$ cat src/rtl/fifo_rd_stream.sv
// fifo_rd_stream: read-side adapter from a fifo_sync read port (one-cycle
// read latency) to a valid/ready stream master, decoupled by a 3-entry skid
// buffer. fifo_rd_en is computed only from registers, fifo_empty and reset,
// so there is no combinational path from m_ready to the FIFO.
// Optional feature: define FIFO_RD_STREAM_CNT_EN to add the m_count port,
// a wrapping 32-bit count of accepted transfers.
module fifo_rd_stream #(
  parameter int WIDTH = 8
) (
  input  logic             clk,
  input  logic             reset,
  input  logic             fifo_empty,
  output logic             fifo_rd_en,
  input  logic [WIDTH-1:0] fifo_data,
  output logic             m_valid,
  input  logic             m_ready,
  output logic [WIDTH-1:0] m_data
`ifdef FIFO_RD_STREAM_CNT_EN
  ,
  output logic [31:0]      m_count
`endif
);

  logic [WIDTH-1:0] buf_q [3];
  logic [WIDTH-1:0] buf_d [3];
  logic [1:0]       rd_ptr_q;
  logic [1:0]       rd_ptr_d;
  logic [1:0]       wr_ptr_q;
  logic [1:0]       wr_ptr_d;
  logic [1:0]       occ_q;
  logic [1:0]       occ_d;
  logic             inflight_q;
  logic             inflight_d;
  logic [2:0]       pending_s;
  logic             capture_s;
  logic             transfer_s;

  // Advance a buffer pointer around the three slots (2 wraps to 0).
  function automatic logic [1:0] ptr_inc(input logic [1:0] p);
    logic [1:0] r;
    case (p)
      2'd0:    r = 2'd1;
      2'd1:    r = 2'd2;
      default: r = 2'd0;
    endcase
    return r;
  endfunction

  // Issue a FIFO read only when a buffer slot is guaranteed for its word,
  // counting both held words and the word already in flight.
  always_comb begin
    pending_s = {1'b0, occ_q} + {2'b00, inflight_q};
    if (reset) begin
      fifo_rd_en = 1'b0;
    end else if (fifo_empty) begin
      fifo_rd_en = 1'b0;
    end else if (pending_s < 3'd3) begin
      fifo_rd_en = 1'b1;
    end else begin
      fifo_rd_en = 1'b0;
    end
  end

  // Present the head slot and derive the capture/transfer events.
  always_comb begin
    m_valid    = (occ_q != 2'd0);
    transfer_s = m_valid && m_ready;
    capture_s  = inflight_q;
    case (rd_ptr_q)
      2'd0:    m_data = buf_q[0];
      2'd1:    m_data = buf_q[1];
      2'd2:    m_data = buf_q[2];
      default: m_data = {WIDTH{1'b0}};
    endcase
  end

  // Next-state: capture returned word, pop on transfer, track occupancy.
  always_comb begin
    for (int i = 0; i < 3; i++) begin
      buf_d[i] = buf_q[i];
    end
    wr_ptr_d   = wr_ptr_q;
    rd_ptr_d   = rd_ptr_q;
    occ_d      = occ_q;
    inflight_d = fifo_rd_en;

    if (capture_s) begin
      case (wr_ptr_q)
        2'd0:    buf_d[0] = fifo_data;
        2'd1:    buf_d[1] = fifo_data;
        2'd2:    buf_d[2] = fifo_data;
        default: buf_d[0] = buf_q[0];
      endcase
      wr_ptr_d = ptr_inc(wr_ptr_q);
    end else begin
      wr_ptr_d = wr_ptr_q;
    end

    if (transfer_s) begin
      rd_ptr_d = ptr_inc(rd_ptr_q);
    end else begin
      rd_ptr_d = rd_ptr_q;
    end

    // Simultaneous capture and transfer leave the occupancy unchanged.
    case ({capture_s, transfer_s})
      2'b10:   occ_d = occ_q + 2'd1;
      2'b01:   occ_d = occ_q - 2'd1;
      default: occ_d = occ_q;
    endcase
  end

  // State registers; reset discards buffered and in-flight words.
  always_ff @(posedge clk) begin
    if (reset) begin
      for (int i = 0; i < 3; i++) begin
        buf_q[i] <= {WIDTH{1'b0}};
      end
      rd_ptr_q   <= 2'd0;
      wr_ptr_q   <= 2'd0;
      occ_q      <= 2'd0;
      inflight_q <= 1'b0;
    end else begin
      for (int i = 0; i < 3; i++) begin
        buf_q[i] <= buf_d[i];
      end
      rd_ptr_q   <= rd_ptr_d;
      wr_ptr_q   <= wr_ptr_d;
      occ_q      <= occ_d;
      inflight_q <= inflight_d;
    end
  end

`ifdef FIFO_RD_STREAM_CNT_EN
  logic [31:0] count_q;

  // Count accepted transfers, wrapping naturally at 2^32.
  always_ff @(posedge clk) begin
    if (reset) begin
      count_q <= 32'd0;
    end else if (transfer_s) begin
      count_q <= count_q + 32'd1;
    end else begin
      count_q <= count_q;
    end
  end

  assign m_count = count_q;
`endif

endmodule

$ cat config.mk
export PLATFORM = sky130hd
export DESIGN_NAME = fifo_rd_stream
export DESIGN_NICKNAME = d
export VERILOG_FILES = /design/src/rtl/fifo_rd_stream.sv
export SDC_FILE = /design/constraint.sdc
export NUM_CORES = 1
export LEC_CHECK = 0
export CAP_MARGIN = 20
export CORE_ASPECT_RATIO = 0.6
export CORE_MARGIN = 2
export CORE_UTILIZATION = 30
export DETAILED_ROUTE_END_ITERATION = 7
export PLACE_DENSITY = 0.53
export SLEW_MARGIN = 20
export SYNTH_ARGS = -nofsm -noshare
export SYNTH_HDL_FRONTEND = slang
export SYNTH_SLANG_ARGS = --single-unit
$ cat constraint.sdc
create_clock -name clk -period 2.1 [get_ports clk]
set_clock_uncertainty 0.15 [all_clocks]
set_input_delay 0.42 -clock clk [delete_from_list [all_inputs] [get_ports clk]]
set_output_delay 0.42 -clock clk [all_outputs]
set_load 0.005 [all_outputs]
==> metrics.cfg <==
[run_status]
status=completed

[clock_tree]
cts_buffers=5
clk_latency_ps=270
clkSlewWorstSetupHoldPaths_ps=60
cts_tree=built
cts_htree_levels=2
cts_sinks=31
post_cts_buffers=0
hold_buffers=0
cts_root_buffer=clkbuf_8
cts.path.max_buffers=2

[synthesis]
yosysUniqueCellTypes=23
async_flop_share_pct=0
ys_seq_area_share_pct=46.4
netlist_instances=141
synth_nets=156
ys_top_cells_by_count=mux2i_1 (32), dfxtp_1 (31), nor2_1 (26)
synth.most_common_cell=mux2i_1
ys.warnings.count=0
synth_largest_area_cell=dfxtp_1
synth_seq_cells=31
synth-edff-count=0
synthTopCellsByArea=dfxtp_1 (46%), mux2i_1 (24%), nor2_1 (7.3%)
synth_flop_cell=dfxtp_1
synthesis.area_um2=1340
synth_area_per_cell_um2=9.48
yosys.area.top_type_share_pct=46.4

[routing]
post_drt_via_cell_ratio=4.61
drt_iter0_markers=32
wl_um=3040
dr.pass1.iters=4
drc_errors=0
vias=1073
drt-wirelength-per-cell_um=13.1
ant_nets=0

[global_route]
grt_pass1_wl_um=4970
grt-ovfl-total=0
grt_max_degree=32
grt_use_total_pct=12.9
grt_pass1_vias=1089
antenna_found_initial=0

[worst_setup_path]
crit_path_start_kind=flip-flop
critical_path_required_ps=1530
crit_type=flip-flop to primary output
cp_max_fo=2
ff2ff_setup_slack_ps=430
crit_arrival_ps=1450
setup.worst_path.end_class=primary output

[placement]
place_congestion=0.705
io_buffers=21
hpwl_um=2090

[hold_path]
hold_path.class=flip-flop to flip-flop

[final_layout]
final_nets=188
syn_to_final_growth_pct=34.4
fill_cells=431
seqCellArea_um2=622
multi_input_area_um2=703
finish.utilization_pct=42.9
drive_above_1_share_pct=15.6
n_antenna_cell=0

[die]
start_util_pct=31.9
fp.dieArea_um2=5020
rows=18
dieHeight_um=55.7
core_um2=4190
pin_count=22
die_x_um=90.2

[power_and_ir_drop]
powerDensity_nw_per_um2=889
ir_drop_mv=0.334
power.leakage_nw=0.813

[timing]
whs_ps=339
setup_viol=0
worstMarginPinSlew_ps=643
layout_min_cycle_time_ps=2020
post-route-period-util_pct=96.1
tns_ps=0
report.final.slew_viol_count=0
rsz0062_at_grt=no
slew_headroom_pct=57.0
hold_violations=0
fmax_mhz=495

[job]
cap_violations=0

[metal layers]
| layer | track usage (%) | vias to the layer above | routed length, um |
|---|---|---|---|
| li1 | - | 542 | - |
| met4 | 5.05 | 0 | 38 |
| met1 | 16.1 | 504 | 1530 |
| met2 | 20.3 | 23 | 1340 |
| met3 | 4.74 | 4 | 126 |
| met5 | 0 | - | 0 |
[path summary, 6_finish.rpt]
check                            startpoint           to  cells past startpoint
worst min register to register  buf_q[0][4]  buf_q[0][4]                      2
worst min-delay path            buf_q[0][4]  buf_q[0][4]                      2
worst max register to register     occ_q[0]     occ_q[1]                      6
worst max-delay path               occ_q[0]   fifo_rd_en                      4
[cell type report]
| class | count | area share (%) |
|---|---|---|
| clock inverters | 1 | 0.279 |
| repair buffers | 34 | 16.7 |
| flip-flops and latches | 31 | 34.6 |
| well taps | 60 | 4.18 |
| inverters | 2 | 0.418 |
| clock buffers | 6 | 4.60 |
| multi-input cells | 99 | 39.2 |
[cells by family after synthesis]
| family | count (synthesis) | synth area share [%] |
|---|---|---|
| adders and majority gates | 3 | 2.81 |
| and+or+nand+nor | 45 | 14.6 |
| AOI/OAI and AO/OA | 17 | 7.21 |
| muxes | 32 | 24.0 |
| DFF | 31 | 46.4 |
| buffers and inverters | 11 | 3.65 |
| xor gates and xnor gates | 2 | 1.31 |
[registers in the layout, indices dropped and copies added, names as in the netlist]
name and count:
rd_ptr_q 2, occ_q 2, buf_q 24, wr_ptr_q 2, capture_s 1
[report_power, final]
group | switching (mW) | internal, mW | leakage [nW] | total, mW
Sequential | 0.0363 | 0.636 | 0.252 | 0.672
Clock | 0.203 | 0.257 | 0.0470 | 0.459
Combinational | 0.205 | 0.259 | 0.514 | 0.464
Total | 0.445 | 1.15 | 0.813 | 1.60
[timing repair]
action / in CTS / in global routing
pin swaps: 1 / 0
gates resized for setup: 18 / 3
endpoints found under the setup margin: 9 / 1
[layout by cell type (no fill, tap or decap), drive strengths merged, types with 2 or more instances in the layout]
master,synthesis,final
a2111oi,2,2
a21oi,5,5
buf,5,14
clkbuf,4,6
clkdlybuf4s50,0,12
dfxtp,31,31
dlygate4sd2,0,8
ha,3,3
inv,2,2
mux2i,32,32
nand2,11,11
nand3b,2,2
nor2,26,26
o21ai,10,10
or3,2,2
[worst max-delay path: stages, from the launching register on]
cell,delay (ps)
dfxtp_1,340
ha_2,190
ha_4,200
a2111oi_4,270
buf_2,160
[metrics by stage]
| stage | total power [mW] | instances | instance area, um2 | worst slack, ps |
|---|---|---|---|---|
| after detailed placement | 1.11 | 226 | 1680 | -226 |
| after global placement | 1.11 | 226 | 1680 | -235 |
| after floorplan | 0.908 | 141 | 1340 | 233 |
| after global routing | 1.70 | 233 | 1800 | 15.0 |
| after CTS | 1.59 | 233 | 1770 | -31.5 |
| final | 1.60 | 233 | 1800 | 81.1 |
Note: power is estimated with default switching activity, not from simulation.
==> variant 1, RTL diff (same settings) <==
`WIDTH`: 8 -> 7.
--- a/src/rtl/fifo_rd_stream.sv
+++ b/src/rtl/fifo_rd_stream.sv
@@ -5,7 +5,7 @@
 // Optional feature: define FIFO_RD_STREAM_CNT_EN to add the m_count port,
 // a wrapping 32-bit count of accepted transfers.
 module fifo_rd_stream #(
-  parameter int WIDTH = 8
+  parameter int WIDTH = 7
 ) (
   input  logic             clk,
   input  logic             reset,
Interface: changed (resized fifo_data and m_data); port bits go from 22 to 20. No check against the original RTL was run, so the function may have changed too.
==> variant 1 against the original RTL <==
Sequential cell count fell by 3; setup slack improved by 0.0094 ns; utilization fell by 0.26 points; design area fell by 10%; global-route usage rose by 0.38 points; area after synthesis fell by 8.9%; power fell by 12%; routed wire length fell by 12%; non-clock buffer count fell by 2; final cell count fell by 13%; critical endpoint is now m_valid; highest routed layer unchanged.
==> variant 1: results (changes against the original RTL) <==
The commonest cells after synthesis are dfxtp_1, mux2i_1, nor2_1, nand2_1, o21ai_1. The number of buffers created by CTS is 3 (-2). The unique cell type count in the Yosys netlist came out at 22 (-4.3%). The cell leakage power is 0.728 nW (-10%). The number of instances in the synthesized netlist is 128 (-9.2%). The CTS clock-pin slew for the worst setup and hold paths is 0.09 ns (+0.03 ns).

The maximum number of buffers from clock root to sink is 2 (unchanged). The last weighted congestion value of the routability-driven placer came out at 0.740 (+4.9%). The H-tree depth reported by CTS was 1 (-1). The standard cell area after detailed placement is 1520 sq um (-9.2%). The placement-stage worst setup slack is -0.222 ns (+0.00424 ns). The global-route wire length before repair came out at 4.57 mm (-8.0%). The total routed wirelength came out at 2.67 mm (-12%). In this run the critical register-to-register path is captured at occ_q[1]. The detailed-routing iteration count for the pre-antenna-repair pass came out at 6 (+2). The share of flip-flops with an asynchronous set or reset came out at 0% (unchanged).

The reg2reg setup slack is 0.32 ns (-0.11 ns). The detailed-routed wire length on met3 is 137 um (+8.7%). The total half-perimeter wirelength after legalization and detailed placement came out at 1.89 mm (-9.9%). The part of the Yosys area used for sequential elements came out at 46.0% (-0.40 points). The vias after detailed routing is 933 (-13%).

The number of DRC markers in iteration 0 is 10 (-69%). The maximum fanout along the worst path is 4 (+2). The number of filler instances in the final layout came to 371 (-14%).

The number of port buffers came out at 19 (-9.5%). The transition time at the pin with the least slew margin came out at 0.580 ns (-0.0626 ns). The register with the most flip-flops in the final layout is buf_q. The final net count came out at 171 (-9.0%). The worst IR drop on VDD was 0.263 mV (-21%). The number of global-route vias before repair came to 960 (-12%). The flow ran to the end, and the final reports show no timing, DRC or antenna violations.

The largest net degree at the start of global routing is 29 (-9.4%). The final cell count without fillers came out at 203 (-13%). The number of nets produced by synthesis is 142 (-9.0%). The fraction of layout cells with a size suffix above 1 is 16.7% (+1.1 points). By area the synthesized netlist is led by dfxtp_1, mux2i_1, nor2_1, ha_1, nand2_1. The total met2 wirelength after detailed routing is 1.09 mm (-18%). The worst hold path begins at wr_ptr_q[1].

The global-route total usage across every layer is 13.2% (+0.38 points). The routed length on met1 is 1.39 mm (-9.3%). The number of flip-flops under the largest register name is 21 (-13%). In this run the critical register-to-register path is launched from occ_q[1]. The tree is rooted in a clkbuf_8. The number of hold violations in the final report is 0 (unchanged).

For hold timing, the worst endpoint is wr_ptr_q[1]. The source-to-sink clock delay at the later pin of the worst-skew pair came out at 0.27 ns (about the same).
## variant 1: layout make-up
cell class	instances	area, sq um	share of cell area (%)
timing repair buffer	32	274	17.0
inverter	2	7.51	0.465
multi-input combinational	90	653	40.5
sequential	28	564	35.0
tap	47	58.8	3.65
clock buffer	4	55.1	3.41
## variant 1: worst max path at each step
stage / start / end / slack [ns]
after floorplan: occ_q[0] / fifo_rd_en / 0.23
after global placement: fifo_empty / fifo_rd_en / -0.22
after detailed placement: fifo_empty / fifo_rd_en / -0.22
after CTS: occ_q[0] / fifo_rd_en / 0.002
after global routing: occ_q[0] / fifo_rd_en / 0.02
final: occ_q[1] / m_valid / 0.09
## variant 1: stage by stage
| stage | util [%] | hold WS, ns |
|---|---|---|
| final | 42.6 | 0.348 |
| after CTS | 41.9 | 0.345 |
| after detailed placement | 40.3 | 0.331 |
| after global routing | 42.6 | 0.388 |
| after global placement | 40.3 | 0.323 |
| after floorplan | - | 0.310 |
## variant 1: timing repair
action | 4_1_cts | 5_1_grt
setup buffers | 0 | 0
setup endpoints to repair | 8 | 1
resized for setup | 16 | 4
pin swaps | 0 | 1
## variant 1: logic make-up after synthesis
kind of cell / share of synthesized area (%)
flops: 46.0
buf+inv: 3.91
compound gates: 7.50
xor+xnor: 1.44
mux: 23.0
fa+ha+maj: 3.08
simple gates: 15.0
## variant 1: report_power, final
group	internal, W	total [W]	switching [W]
registers	0.000579	0.000620	0.0000412
logic	0.000255	0.000448	0.000193
clock network	0.000168	0.000329	0.000161
## variant 1: metal layers
metal	GRT usage [%]	up-vias
met5	0	-
met4	4.69	0
met3	4.99	7
met2	21.1	17
met1	16.5	421
li1	-	488
## variant 1: worst max-delay path, stage by stage, from the launching register on
cell and delay, ns:
dfxtp_1 0.37, buf_4 0.16, or2_1 0.20, clkdlybuf4s50_1 0.44
==> variant 2, RTL diff (same flow settings) <==
Made on the original files. Add a define of `FIFO_RD_STREAM_CNT_EN`.
--- a/src/rtl/fifo_rd_stream.sv
+++ b/src/rtl/fifo_rd_stream.sv
@@ -4,6 +4,8 @@
 // so there is no combinational path from m_ready to the FIFO.
 // Optional feature: define FIFO_RD_STREAM_CNT_EN to add the m_count port,
 // a wrapping 32-bit count of accepted transfers.
+`define FIFO_RD_STREAM_CNT_EN
+
 module fifo_rd_stream #(
   parameter int WIDTH = 8
 ) (
Function (old outputs only; new: m_count): kept (equiv_simple and equiv_induct, registers matched by name and starting in step).
==> variant 2 against the original RTL <==
Power up 120%; setup slack got worse by 0.032 ns; sequential share of layout area decreased by 3.9 points; utilization increased by 1.9 points; combinational power up 21%; hold slack barely moved; routed wire length is 140% higher; design area increased by 130%; area after synthesis is 110% higher; largest power group is now the clock network; sequential cell count rose by 32; sequential power rose by 93%; synthesized cell count up 130%.
==> variant 2: results (changes against the original RTL) <==
The routed length on met1 was 3.92 mm (+160%). The total met2 wirelength after detailed routing is 3.03 mm (+130%). The number of filler instances in the final layout came out at 895 (+110%). The transition time at the pin with the least slew margin is 0.642 ns (-0.000695 ns). The fraction of layout cells with a size suffix above 1 is 17.4% (+1.8 points).

The met1 global-route usage came out at 22.1% (+6.1 points). The net switching power figure is 0.000845 W (+90%). Ranked by instance count, the synthesized netlist is headed by dfxtp_1, nor2_1, mux2i_1, nand2_1, a21oi_1. The worst register-to-register path ends at m_count[14]. By area the synthesized netlist is led by dfxtp_1, mux2i_1, nor2_1, a21oi_1, mux2_2. The flow ran to the end, and the final reports show no timing, DRC or antenna violations. The average instance area after synthesis came out at 8.94 sq um (-5.7%). The number of port buffers is 53 (+150%).

The cell internal power dissipation came to 0.00262 W (+130%). The final net count was 418 (+120%). The H-tree depth reported by CTS is 3 (+1).

The path with the worst hold slack has its endpoint at m_count[1]. The number of flip-flops under the largest register name is 32 (+33%). The largest individual stage delay along the critical path comes from the cell dfxtp_4. The total half-perimeter wirelength after legalization and detailed placement was 5.29 mm (+150%). The cell leakage power was 1.64 nW (+100%). The number of DRC markers in iteration 0 came to 188 (+490%). The sequential share of power came to 37.5% (-4.6 points). The tree is rooted in a clkbuf_16. The average routed wire per standard cell is 13.7 um (+5.3%).
variant 2: area by class of cell:
type | count | area share [%]
Clock buffer | 11 | 5.88
Timing Repair Buffer | 88 | 19.1
Inverter | 7 | 0.636
Multi-Input combinational cell | 233 | 37.8
Clock inverter | 5 | 1.97
Tap cell | 130 | 3.94
Sequential cell | 63 | 30.7
variant 2: how the worst max path moves through the flow:
stage	from	end	slack [ns]	cells after the start
CTS	capture_s	fifo_rd_en	-0.04	4
finish	capture_s	fifo_rd_en	0.05	4
floorplan	occ_q[0]	occ_q[1]	0.19	5
detailed placement	m_ready	m_count[14]	-0.26	6
global placement	m_ready	m_count[24]	-0.22	5
global route	capture_s	fifo_rd_en	-0.009	4
variant 2: cell families after synthesis:
family	share of synthesized area [%]
adders and majority gates	1.74
AOI/OAI and AO/OA	9.46
DFF	44.0
xor gates and xnor gates	3.66
and+or+nand+nor	23.4
muxes	13.9
buffers and inverters	3.84
